## config.mk

```make
export PLATFORM = sky130hd
export DESIGN_NAME = dadda_divider_flat
export DESIGN_NICKNAME = d
export VERILOG_FILES = /design/src/rtl/dadda_divider_pkg.sv /design/src/rtl/dadda_divider_if.sv /design/src/rtl/dadda_div_step.sv /design/src/rtl/dadda_divider.sv /design/src/flat_wrapper.sv
export SDC_FILE = /design/constraint.sdc
export NUM_CORES = 1
export LEC_CHECK = 0
export ABC_AREA = 1
export CAP_MARGIN = 20
export CORE_MARGIN = 2
export CORE_UTILIZATION = 53
export DETAILED_ROUTE_END_ITERATION = 10
export PLACE_DENSITY = 0.8
export SETUP_SLACK_MARGIN = 0.02
export SYNTH_ARGS = -nofsm -noshare
export SYNTH_HDL_FRONTEND = slang
export SYNTH_SLANG_ARGS = --single-unit
```

## constraint.sdc

```tcl
create_clock -name clk -period 2.6 [get_ports clk]
set_input_delay 0.26 -clock clk [delete_from_list [all_inputs] [get_ports clk]]
set_output_delay 0.26 -clock clk [all_outputs]
set_load 0.01 [all_outputs]
```

## src/rtl/dadda_divider_pkg.sv

```systemverilog
// Shared constants and FSM state type for the sequential 32/16 restoring divider.
package dadda_pkg;
  localparam int WIDTH = 16;
  localparam int CNT_W = 5;

  typedef enum logic [1:0] {
    IDLE = 2'd0,
    RUN  = 2'd1,
    DONE = 2'd2
  } div_state_t;
endpackage

```

## src/rtl/dadda_divider_if.sv

```systemverilog
// Start/busy/done handshake and operand/result bundle of the divider.
interface dadda_divider_if;
  import dadda_pkg::*;

  logic                 start;
  logic [2*WIDTH-1:0]   dividend;
  logic [WIDTH-1:0]     divisor;
  logic                 busy;
  logic                 done;
  logic [WIDTH-1:0]     quotient;
  logic [WIDTH-1:0]     remainder;
  logic                 ovf;

  modport master (
    output start, dividend, divisor,
    input  busy, done, quotient, remainder, ovf
  );

  modport slave (
    input  start, dividend, divisor,
    output busy, done, quotient, remainder, ovf
  );
endinterface

```

## src/rtl/dadda_div_step.sv

```systemverilog
// One combinational restoring-division step: shift in a dividend bit, subtract
// the divisor when it fits and report the resulting quotient bit.
module dadda_div_step
  import dadda_pkg::*;
(
  input  logic [WIDTH:0]   pr_i,
  input  logic             bit_i,
  input  logic [WIDTH-1:0] divisor_i,
  output logic [WIDTH:0]   pr_o,
  output logic             q_o
);
  logic [WIDTH:0] shifted;
  logic [WIDTH:0] diff;
  // A restored remainder is always below the divisor, so its MSB is never set.
  logic           unused_pr_msb;

  assign unused_pr_msb = pr_i[WIDTH];
  assign shifted       = {pr_i[WIDTH-1:0], bit_i};
  assign diff          = shifted - {1'b0, divisor_i};
  assign q_o           = (shifted >= {1'b0, divisor_i});
  assign pr_o          = q_o ? diff : shifted;
endmodule

```

## src/rtl/dadda_divider.sv

```systemverilog
// Sequential 32/16 unsigned restoring divider, one quotient bit per clock, 17-cycle latency.
// Optional DADDA_DIV_OVF_CHECK_EN flags divide-by-zero / quotient overflow early via ovf.
module dadda_divider
  import dadda_pkg::*;
(
  input  logic            clk,
  input  logic            rst_n,
  dadda_divider_if.slave  dif
);
  div_state_t       state_q, state_d;
  logic [CNT_W-1:0] cnt_q, cnt_d;
  logic [WIDTH:0]   pr_q, pr_d;
  logic [WIDTH-1:0] lo_q, lo_d;
  logic [WIDTH-1:0] dvs_q, dvs_d;
  logic [WIDTH-1:0] quo_q, quo_d;
  logic [WIDTH-1:0] rem_q, rem_d;
  logic [WIDTH:0]   pr_nxt;
  logic             q_bit;
`ifdef DADDA_DIV_OVF_CHECK_EN
  logic             ovf_q, ovf_d;
  logic             pend_q, pend_d;
`endif

  // lo_q shifts dividend bits out of its top while quotient bits enter at the bottom.
  dadda_div_step u_step (
    .pr_i      (pr_q),
    .bit_i     (lo_q[WIDTH-1]),
    .divisor_i (dvs_q),
    .pr_o      (pr_nxt),
    .q_o       (q_bit)
  );

  always_ff @(posedge clk or negedge rst_n) begin
    if (!rst_n) begin
      state_q <= IDLE;
      cnt_q   <= '0;
      pr_q    <= '0;
      lo_q    <= '0;
      dvs_q   <= '0;
      quo_q   <= '0;
      rem_q   <= '0;
`ifdef DADDA_DIV_OVF_CHECK_EN
      ovf_q   <= 1'b0;
      pend_q  <= 1'b0;
`endif
    end else begin
      state_q <= state_d;
      cnt_q   <= cnt_d;
      pr_q    <= pr_d;
      lo_q    <= lo_d;
      dvs_q   <= dvs_d;
      quo_q   <= quo_d;
      rem_q   <= rem_d;
`ifdef DADDA_DIV_OVF_CHECK_EN
      ovf_q   <= ovf_d;
      pend_q  <= pend_d;
`endif
    end
  end

  always_comb begin
    state_d = state_q;
    cnt_d   = cnt_q;
    pr_d    = pr_q;
    lo_d    = lo_q;
    dvs_d   = dvs_q;
    quo_d   = quo_q;
    rem_d   = rem_q;
`ifdef DADDA_DIV_OVF_CHECK_EN
    ovf_d   = ovf_q;
    pend_d  = pend_q;
`endif
    case (state_q)
      IDLE, DONE: begin
        if (dif.start) begin
          dvs_d   = dif.divisor;
          pr_d    = {1'b0, dif.dividend[2*WIDTH-1:WIDTH]};
          lo_d    = dif.dividend[WIDTH-1:0];
          cnt_d   = CNT_W'(WIDTH);
          state_d = RUN;
`ifdef DADDA_DIV_OVF_CHECK_EN
          // Overflowing operands spend a single RUN cycle so done lands one edge later.
          pend_d  = (dif.divisor == '0) ||
                    (dif.dividend[2*WIDTH-1:WIDTH] >= dif.divisor);
          if (pend_d) cnt_d = CNT_W'(1);
`endif
        end else begin
          state_d = IDLE;
        end
      end
      RUN: begin
        pr_d  = pr_nxt;
        lo_d  = {lo_q[WIDTH-2:0], q_bit};
        cnt_d = cnt_q - CNT_W'(1);
        if (cnt_q == CNT_W'(1)) begin
          quo_d   = {lo_q[WIDTH-2:0], q_bit};
          rem_d   = pr_nxt[WIDTH-1:0];
          state_d = DONE;
`ifdef DADDA_DIV_OVF_CHECK_EN
          ovf_d   = pend_q;
          if (pend_q) begin
            quo_d = '1;
            rem_d = '0;
          end
`endif
        end
      end
      default: state_d = IDLE;
    endcase
  end

  assign dif.busy      = (state_q == RUN);
  assign dif.done      = (state_q == DONE);
  assign dif.quotient  = quo_q;
  assign dif.remainder = rem_q;
`ifdef DADDA_DIV_OVF_CHECK_EN
  assign dif.ovf       = ovf_q;
`else
  assign dif.ovf       = 1'b0;
`endif
endmodule

```

## src/flat_wrapper.sv

```systemverilog
// flat-port wrapper written by rule: the top's interface ports become plain ports
module dadda_divider_flat import dadda_pkg::*;
  (clk, rst_n, dif_start, dif_dividend, dif_divisor, dif_busy, dif_done, dif_quotient, dif_remainder, dif_ovf);
  dadda_divider_if dif_i ();
  input  logic clk;
  input  logic rst_n;
  input wire logic [$bits(dif_i.start)-1:0] dif_start;
  input wire logic [$bits(dif_i.dividend)-1:0] dif_dividend;
  input wire logic [$bits(dif_i.divisor)-1:0] dif_divisor;
  output wire logic [$bits(dif_i.busy)-1:0] dif_busy;
  output wire logic [$bits(dif_i.done)-1:0] dif_done;
  output wire logic [$bits(dif_i.quotient)-1:0] dif_quotient;
  output wire logic [$bits(dif_i.remainder)-1:0] dif_remainder;
  output wire logic [$bits(dif_i.ovf)-1:0] dif_ovf;
  assign dif_i.start = dif_start;
  assign dif_i.dividend = dif_dividend;
  assign dif_i.divisor = dif_divisor;
  assign dif_busy = dif_i.busy;
  assign dif_done = dif_i.done;
  assign dif_quotient = dif_i.quotient;
  assign dif_remainder = dif_i.remainder;
  assign dif_ovf = dif_i.ovf;
  dadda_divider u_core (.clk(clk), .rst_n(rst_n), .dif(dif_i));
endmodule
```

==> results of run 1 <==
==> cells in the final DEF (no fill, tap or decap), types with 2 or more instances in the layout <==
cell type        instances
nand2_1                198
inv_1                  105
dfrtp_1                 87
clkdlybuf4s50_1         83
nand3_1                 59
nor2_1                  32
a21oi_1                 23
o21ai_0                 21
ha_1                    18
o221ai_1                15
nand2_2                 14
a32o_1                  12
clkbuf_8                10
buf_4                    8
xor2_1                   5
inv_2                    3
nor2_4                   3
and2_1                   3
nand4_1                  3
xnor2_1                  2
a31oi_1                  2
bufinv_16                2
inv_6                    2
==> worst reg2reg max path, cell delays in order, from the launching register on <==
cell and delay [ps]:
dfrtp_1 420, ha_1 360, nand2_1 180, inv_1 70, nand2_1 70, nand2_1 90
nand2_1 70, nand2_1 80, nor2_4 280, nand2_4 220, nand2_1 140, nand2_1 90
nand2_1 70, nand2_1 70
==> worst paths after layout <==
check                                                            end  slack, ps  depth (start not counted)
min in group clk                         u_core.dvs_q[8]$_DFFE_PN0P_        470                          3
worst min register to register   u_core.dif.quotient[14]$_DFFE_PN0P_        490                          2
worst max register to register  u_core.dif.remainder[13]$_DFFE_PN0P_        270                         13
max in group asynchronous                u_core.cnt_q[3]$_DFFE_PN0P_       1730                          3
worst max-delay path            u_core.dif.remainder[13]$_DFFE_PN0P_        270                         13
worst min-delay path                    u_core.dvs_q[12]$_DFFE_PN0P_        430                          3
==> metrics by stage <==
stage / std cells / instance area, µm² / hold WS, ps / setup slack (ps)
after global placement: 823 / 5870 / 329 / 341
after CTS: 840 / 6110 / 460 / 301
after global routing: 840 / 6110 / 496 / 95.4
final: 840 / 6110 / 429 / 273
after floorplan: 646 / 4940 / -35.6 / 762
after detailed placement: 823 / 5870 / 337 / 342
==> area by class of cell <==
cell class              instances  area, µm²
fillers                       790       3040
flip-flops and latches         87       2180
well taps                     111        139
inverters                     109        409
clock inverters                 6       97.6
repair buffers                 93        921
multi-input cells             424       2230
clock buffers                  10        138
==> logic make-up (layout without fill, tap and decap cells) <==
family	Yosys count	in the layout	synth area share, %
and+or+nand+nor	319	319	28.2
buffers and inverters	135	218	10.8
DFF	87	87	44.1
AOI/OAI and AO/OA	76	76	10.2
adders and majority gates	19	19	4.96
xor gates and xnor gates	7	7	1.24
muxes	2	2	0.430
other	1	1	0.0759
==> metal layers <==
metal / track usage [%] / share of wire (%) / up-vias
met1: 36.1 / 46 / 2089
met5: 0 / 0 / -
met2: 43.4 / 47 / 141
met4: 8.11 / 1.7 / 0
met3: 3.40 / 4.9 / 22
li1: - / - / 2200
==> power by group through the flow <==
stage / registers, mW / logic (mW) / clock network [mW]
2_1_floorplan: 2.44 / 3.55 / 0
3_3_place_gp: 2.40 / 5.03 / 0
3_5_place_dp: 2.42 / 5.15 / 0
4_1_cts: 2.40 / 5.20 / 1.12
5_1_grt: 2.47 / 5.86 / 1.17
6_report: 2.40 / 5.24 / 1.11
==> registers in the layout, summed over array words and instances, names as in the netlist <==
signal	count
u_core.state_q	2
u_core.dif.remainder	16
u_core.cnt_q	5
u_core.dvs_q	16
u_core.pr_q	16
u_core.dif.quotient	16
u_core.lo_q	16
==> out/qor.yml, run 1 <==
sta:
  finClkSkew_ps: 13.3
  period_minus_slack_ps: 2330
  tightest_slew_ps: 573
  fmax_mhz: 430
  fin_crit_sh_pct: 89.5
  drv_slew: 0
  tns_ps: 0
  relSlewSlack_pct: 61.5
  hold_viol_final: 0
  final-setup-viol-count: 0
  rsz0062_at_grt: "false"
worst_setup_path:
  end_kind: "register"
  crit_family: "simple AND/OR/NAND/NOR gates"
  cpPeakStageDelay_ps: 420
  path_class: "register to register"
  path_cells: "ha_1 > nand2_1 > inv_1 > nand2_1 > nand2_1 > nand2_1 > nand2_1 > nor2_4 > nand2_4 > nand2_1 > nand2_1 > nand2_1 > nand2_1"
  start_kind: "register"
  critical_path_buf_inv_count: 1
  startpoint: "u_core.pr_q[10]$_DFFE_PN0P_"
  cp_max_fo: 17
  cp_common_cell: "nand2_1"
  critPathSlowestCell: "dfrtp_1"
  cp.arrival_ps: 2570
  r2r-start: "u_core.pr_q[10]$_DFFE_PN0P_"
  critPathRequiredTime_ps: 2840
logic_synthesis:
  seq_area_frac_synth_pct: 44.1
  synth_top_area_share_pct: 44.1
  yosys-top-cells-area: "dfrtp_1 (44%), nand2_1 (15%), inv_1 (8.0%)"
  synth_edf_count: 0
  synth_area_per_cell_um2: 7.65
  synth_seq_cells: 87
  yosysTopAreaCell: "dfrtp_1"
  syn_inst: 646
  netlist-cell-type-count: 37
  synth_ff_type: "dfrtp_1"
  syn_nets: 716
  yosys_warnings: 0
  synth_area_mm2: 0.00494
  synthTopCellsByCount: "nand2_1 (198), inv_1 (105), dfrtp_1 (87), nand3_1 (59), nor2_1 (32)"
  ys_async_sr_fraction_pct: 100
  yosysMostFrequentCell: "nand2_1"
placement:
  gp_congestion: 0.962
  post-dp-hpwl_um: 9180
  port_buffers: 84
pwr:
  p_sw_mw: 4.11
  internal_power_mw: 4.64
  total_power_mw: 8.75
  swShare_pct: 47.0
  power_leakage_nw: 3.19
  p_comb_share_pct: 59.9
  p_clk_share_pct: 12.7
  peakVddDrop_mv: 0.759
  p_per_area_mw_per_mm2: 1430
  pwr-share-seq_pct: 27.4
floorplanning:
  ios: 86
  core-area_mm2: 0.00915
  num_rows: 35
  die_area_mm2: 0.0101
  die_x_um: 101
  start_util_pct: 54.0
  die_h_um: 101
global_route:
  grt_usage_pct: 26.2
  grt_pass1_vias: 4415
  antenna_found_initial: 0
  grt_start_max_net_pins: 88
  overflow: 0
  grt_first_pass_wirelength_um: 20900
cts:
  post_cts_buffers: 0
  cts_sinks: 87
  cts_max_level: 3
  cts_buffers: 9
  cts_root_buf: "clkbuf_8"
  clk_pin_slew_worst_paths_ps: 90
  clk_latency_ps: 360
  cts_max_path_buffers: 2
  hold_buffers: 1
  tritoncts: "done"
  cts_resized: 0
route:
  drc: 0
  antenna_left: 0
  first_pass_iters: 5
  drtIter0Drc: 378
  wirelength_um: 12800
  post_drt_wl_per_cell_um: 15.2
  viasPerCell: 5.30
  via_count: 4452
run_status:
  outcome: "completed"
finish:
  fin_nets: 794
  syn2layout_area_growth_pct: 23.7
  drive_above_1_share_pct: 7.00
  fin_util_pct: 66.8
  antenna_cells: 0
hold_path:
  hold_class: "input port to async pin"
run:
  maxCapViolations: 0
Note: power is estimated with default switching activity, not from simulation.
==> run 2: changes to the inputs <==
Settings changed: REMOVE_ABC_BUFFERS set to 1.
==> run 2 against run 1 <==
Net effect:
- die area is the same
- critical endpoint is now u_core.dif.remainder[9]$_DFFE_PN0P_
- via count shrank 0.94%
- non-clock buffer count grew 2
- worst hold slack gained 28 ps
- flip-flop and latch count is the same
- global-route usage is essentially flat
- routed wire length shrank 0.73%
- highest routed layer unchanged
- clock skew shrank 4.9 ps
==> out/qor.yml, run 2 (synthesis gave the netlist of run 1 again) <==
pwr:
  peakVddDrop_mv: 0.713
  swShare_pct: 47.1
  pwr-share-seq_pct: 27.8
  p_sw_mw: 4.03
  p_per_area_mw_per_mm2: 1400
  p_comb_share_pct: 60.3
  p_clk_share_pct: 12.0
  internal_power_mw: 4.52
  power_leakage_nw: 3.18
floorplanning:
  die_x_um: 101
  die_area_mm2: 0.0101
  die_h_um: 101
  ios: 86
  start_util_pct: 54.0
  num_rows: 35
  core-area_mm2: 0.00915
route:
  routed-wl-met3_um: 528
  drtIter0Drc: 262
  wl_met2_um: 6000
  wirelength_um: 12700
  first_pass_iters: 5
  viasPerCell: 5.24
  via_count: 4410
  top_layer_used: "met4"
  drc: 0
  post_drt_wl_per_cell_um: 15.1
  antenna_left: 0
  wl_met1_um: 6040
cts:
  clk_pin_slew_worst_paths_ps: 100
  cts_root_buf: "clkbuf_8"
  tritoncts: "done"
  cts_buffers: 9
  cts_max_path_buffers: 2
  clk_latency_ps: 360
  cts_max_level: 3
  cts_sinks: 87
worst_setup_path:
  critical_path_buf_inv_count: 1
  critPathRequiredTime_ps: 2850
  r2r_slack_ps: 410
  path_cells: "ha_1 > nand2_1 > inv_1 > nand2_1 > nand2_1 > nand2_1 > nand2_1 > nor2_4 > nand2_4 > nand2_1 > nand2_1 > nand2_1 > nand2_1"
  reg2regPathDepth: 13
  start_kind: "register"
  cp_max_fo: 17
  crit_family: "simple AND/OR/NAND/NOR gates"
  end_kind: "register"
  cp_common_cell: "nand2_1"
  cpPeakStageDelay_ps: 410
  r2r-end: "u_core.dif.remainder[9]$_DFFE_PN0P_"
  cp.arrival_ps: 2440
  r2r-start: "u_core.pr_q[11]$_DFFE_PN0P_"
  critPathSlowestCell: "dfrtp_1"
  path_class: "register to register"
sta:
  whs_ps: 457
  period_minus_slack_ps: 2190
  hold_viol_final: 0
  fmax_mhz: 457
  relSlewSlack_pct: 55.6
  finClkSkew_ps: 8.37
  tightest_slew_ps: 662
  rsz0062_at_grt: "false"
  drv_slew: 0
  fin_crit_sh_pct: 84.2
  final-setup-viol-count: 0
placement:
  post-dp-hpwl_um: 8890
  gp_congestion: 0.903
  port_buffers: 84
finish:
  syn2layout_area_growth_pct: 23.4
  drive_above_1_share_pct: 7.11
  antenna_cells: 0
  fin_nets: 796
  fin_util_pct: 66.6
  most-common-layout-cells: "nand2_1 (198), inv_1 (105), dfrtp_1 (87)"
  final_common_cell: "nand2_1"
run_status:
  outcome: "completed"
global_route:
  overflow: 0
  antenna_found_initial: 0
  grt_pass1_vias: 4417
  grt_start_max_net_pins: 88
  grt_usage_pct: 26.2
  grt_first_pass_wirelength_um: 21000
hold_path:
  hold_class: "input port to async pin"
run:
  maxCapViolations: 0
==> run 2: how the worst max path moves through the flow <==
stage                                        startpoint                                   to  slack [ps]  cells past startpoint
after detailed placement    u_core.pr_q[13]$_DFFE_PN0P_  u_core.dif.remainder[9]$_DFFE_PN0P_         430                     10
after global placement      u_core.pr_q[13]$_DFFE_PN0P_  u_core.dif.remainder[9]$_DFFE_PN0P_         450                     10
after CTS                   u_core.pr_q[13]$_DFFE_PN0P_  u_core.dif.remainder[9]$_DFFE_PN0P_         410                     10
after floorplan           u_core.state_q[0]$_DFFE_PN0P_   u_core.dif.quotient[0]$_DFFE_PN0P_        -540                      6
final                       u_core.pr_q[11]$_DFFE_PN0P_  u_core.dif.remainder[9]$_DFFE_PN0P_         410                     13
after global routing       u_core.dvs_q[11]$_DFFE_PN0P_  u_core.dif.remainder[9]$_DFFE_PN0P_         220                     14
==> run 2: final cells by class <==
class                   count  area (µm²)
clock buffers              10         128
clock inverters             6        77.6
fillers                   777        3060
inverters                 109         409
multi-input cells         424        2230
flip-flops and latches     87        2180
well taps                 111         139
repair buffers             95         936
==> run 2: metal layers <==
layer	vias to the layer above	global-route usage [%]
met2	113	42.4
li1	2201	-
met3	10	3.68
met1	2086	37.3
met5	-	0
met4	0	6.64
==> run 2: worst register-to-register path, delay by kind of cell (launching register included) <==
family        cells  cell delay (ps)
simple gates     11             1270
fa+ha+maj         1              360
flops             1              410
buf+inv           1               50
==> run 2: what timing repair did <==
action                    4_1_cts  5_1_grt
gates resized for setup         0        0
hold buffers                    1        0
setup buffers                   0        0
hold endpoints to repair       87        0
==> run 2: power by group through the flow <==
stage               Clock, mW  Sequential, mW  Combinational (mW)
global placement            0            2.36                5.00
detailed placement          0            2.40                5.12
finish                   1.02            2.37                5.15
floorplan                   0            2.44                3.42
CTS                      1.04            2.37                5.16
global route             1.08            2.44                5.85
==> run 2: metrics by stage <==
stage | total power, mW | instance area, µm² | TNS [ps] | instances | setup WS, ps
floorplan | 5.86 | 4820 | -12920 | 620 | -536
global placement | 7.36 | 5880 | 0 | 825 | 450
detailed placement | 7.52 | 5880 | 0 | 825 | 430
CTS | 8.57 | 6100 | 0 | 842 | 412
global route | 9.37 | 6100 | 0 | 842 | 219
finish | 8.55 | 6100 | 0 | 842 | 410
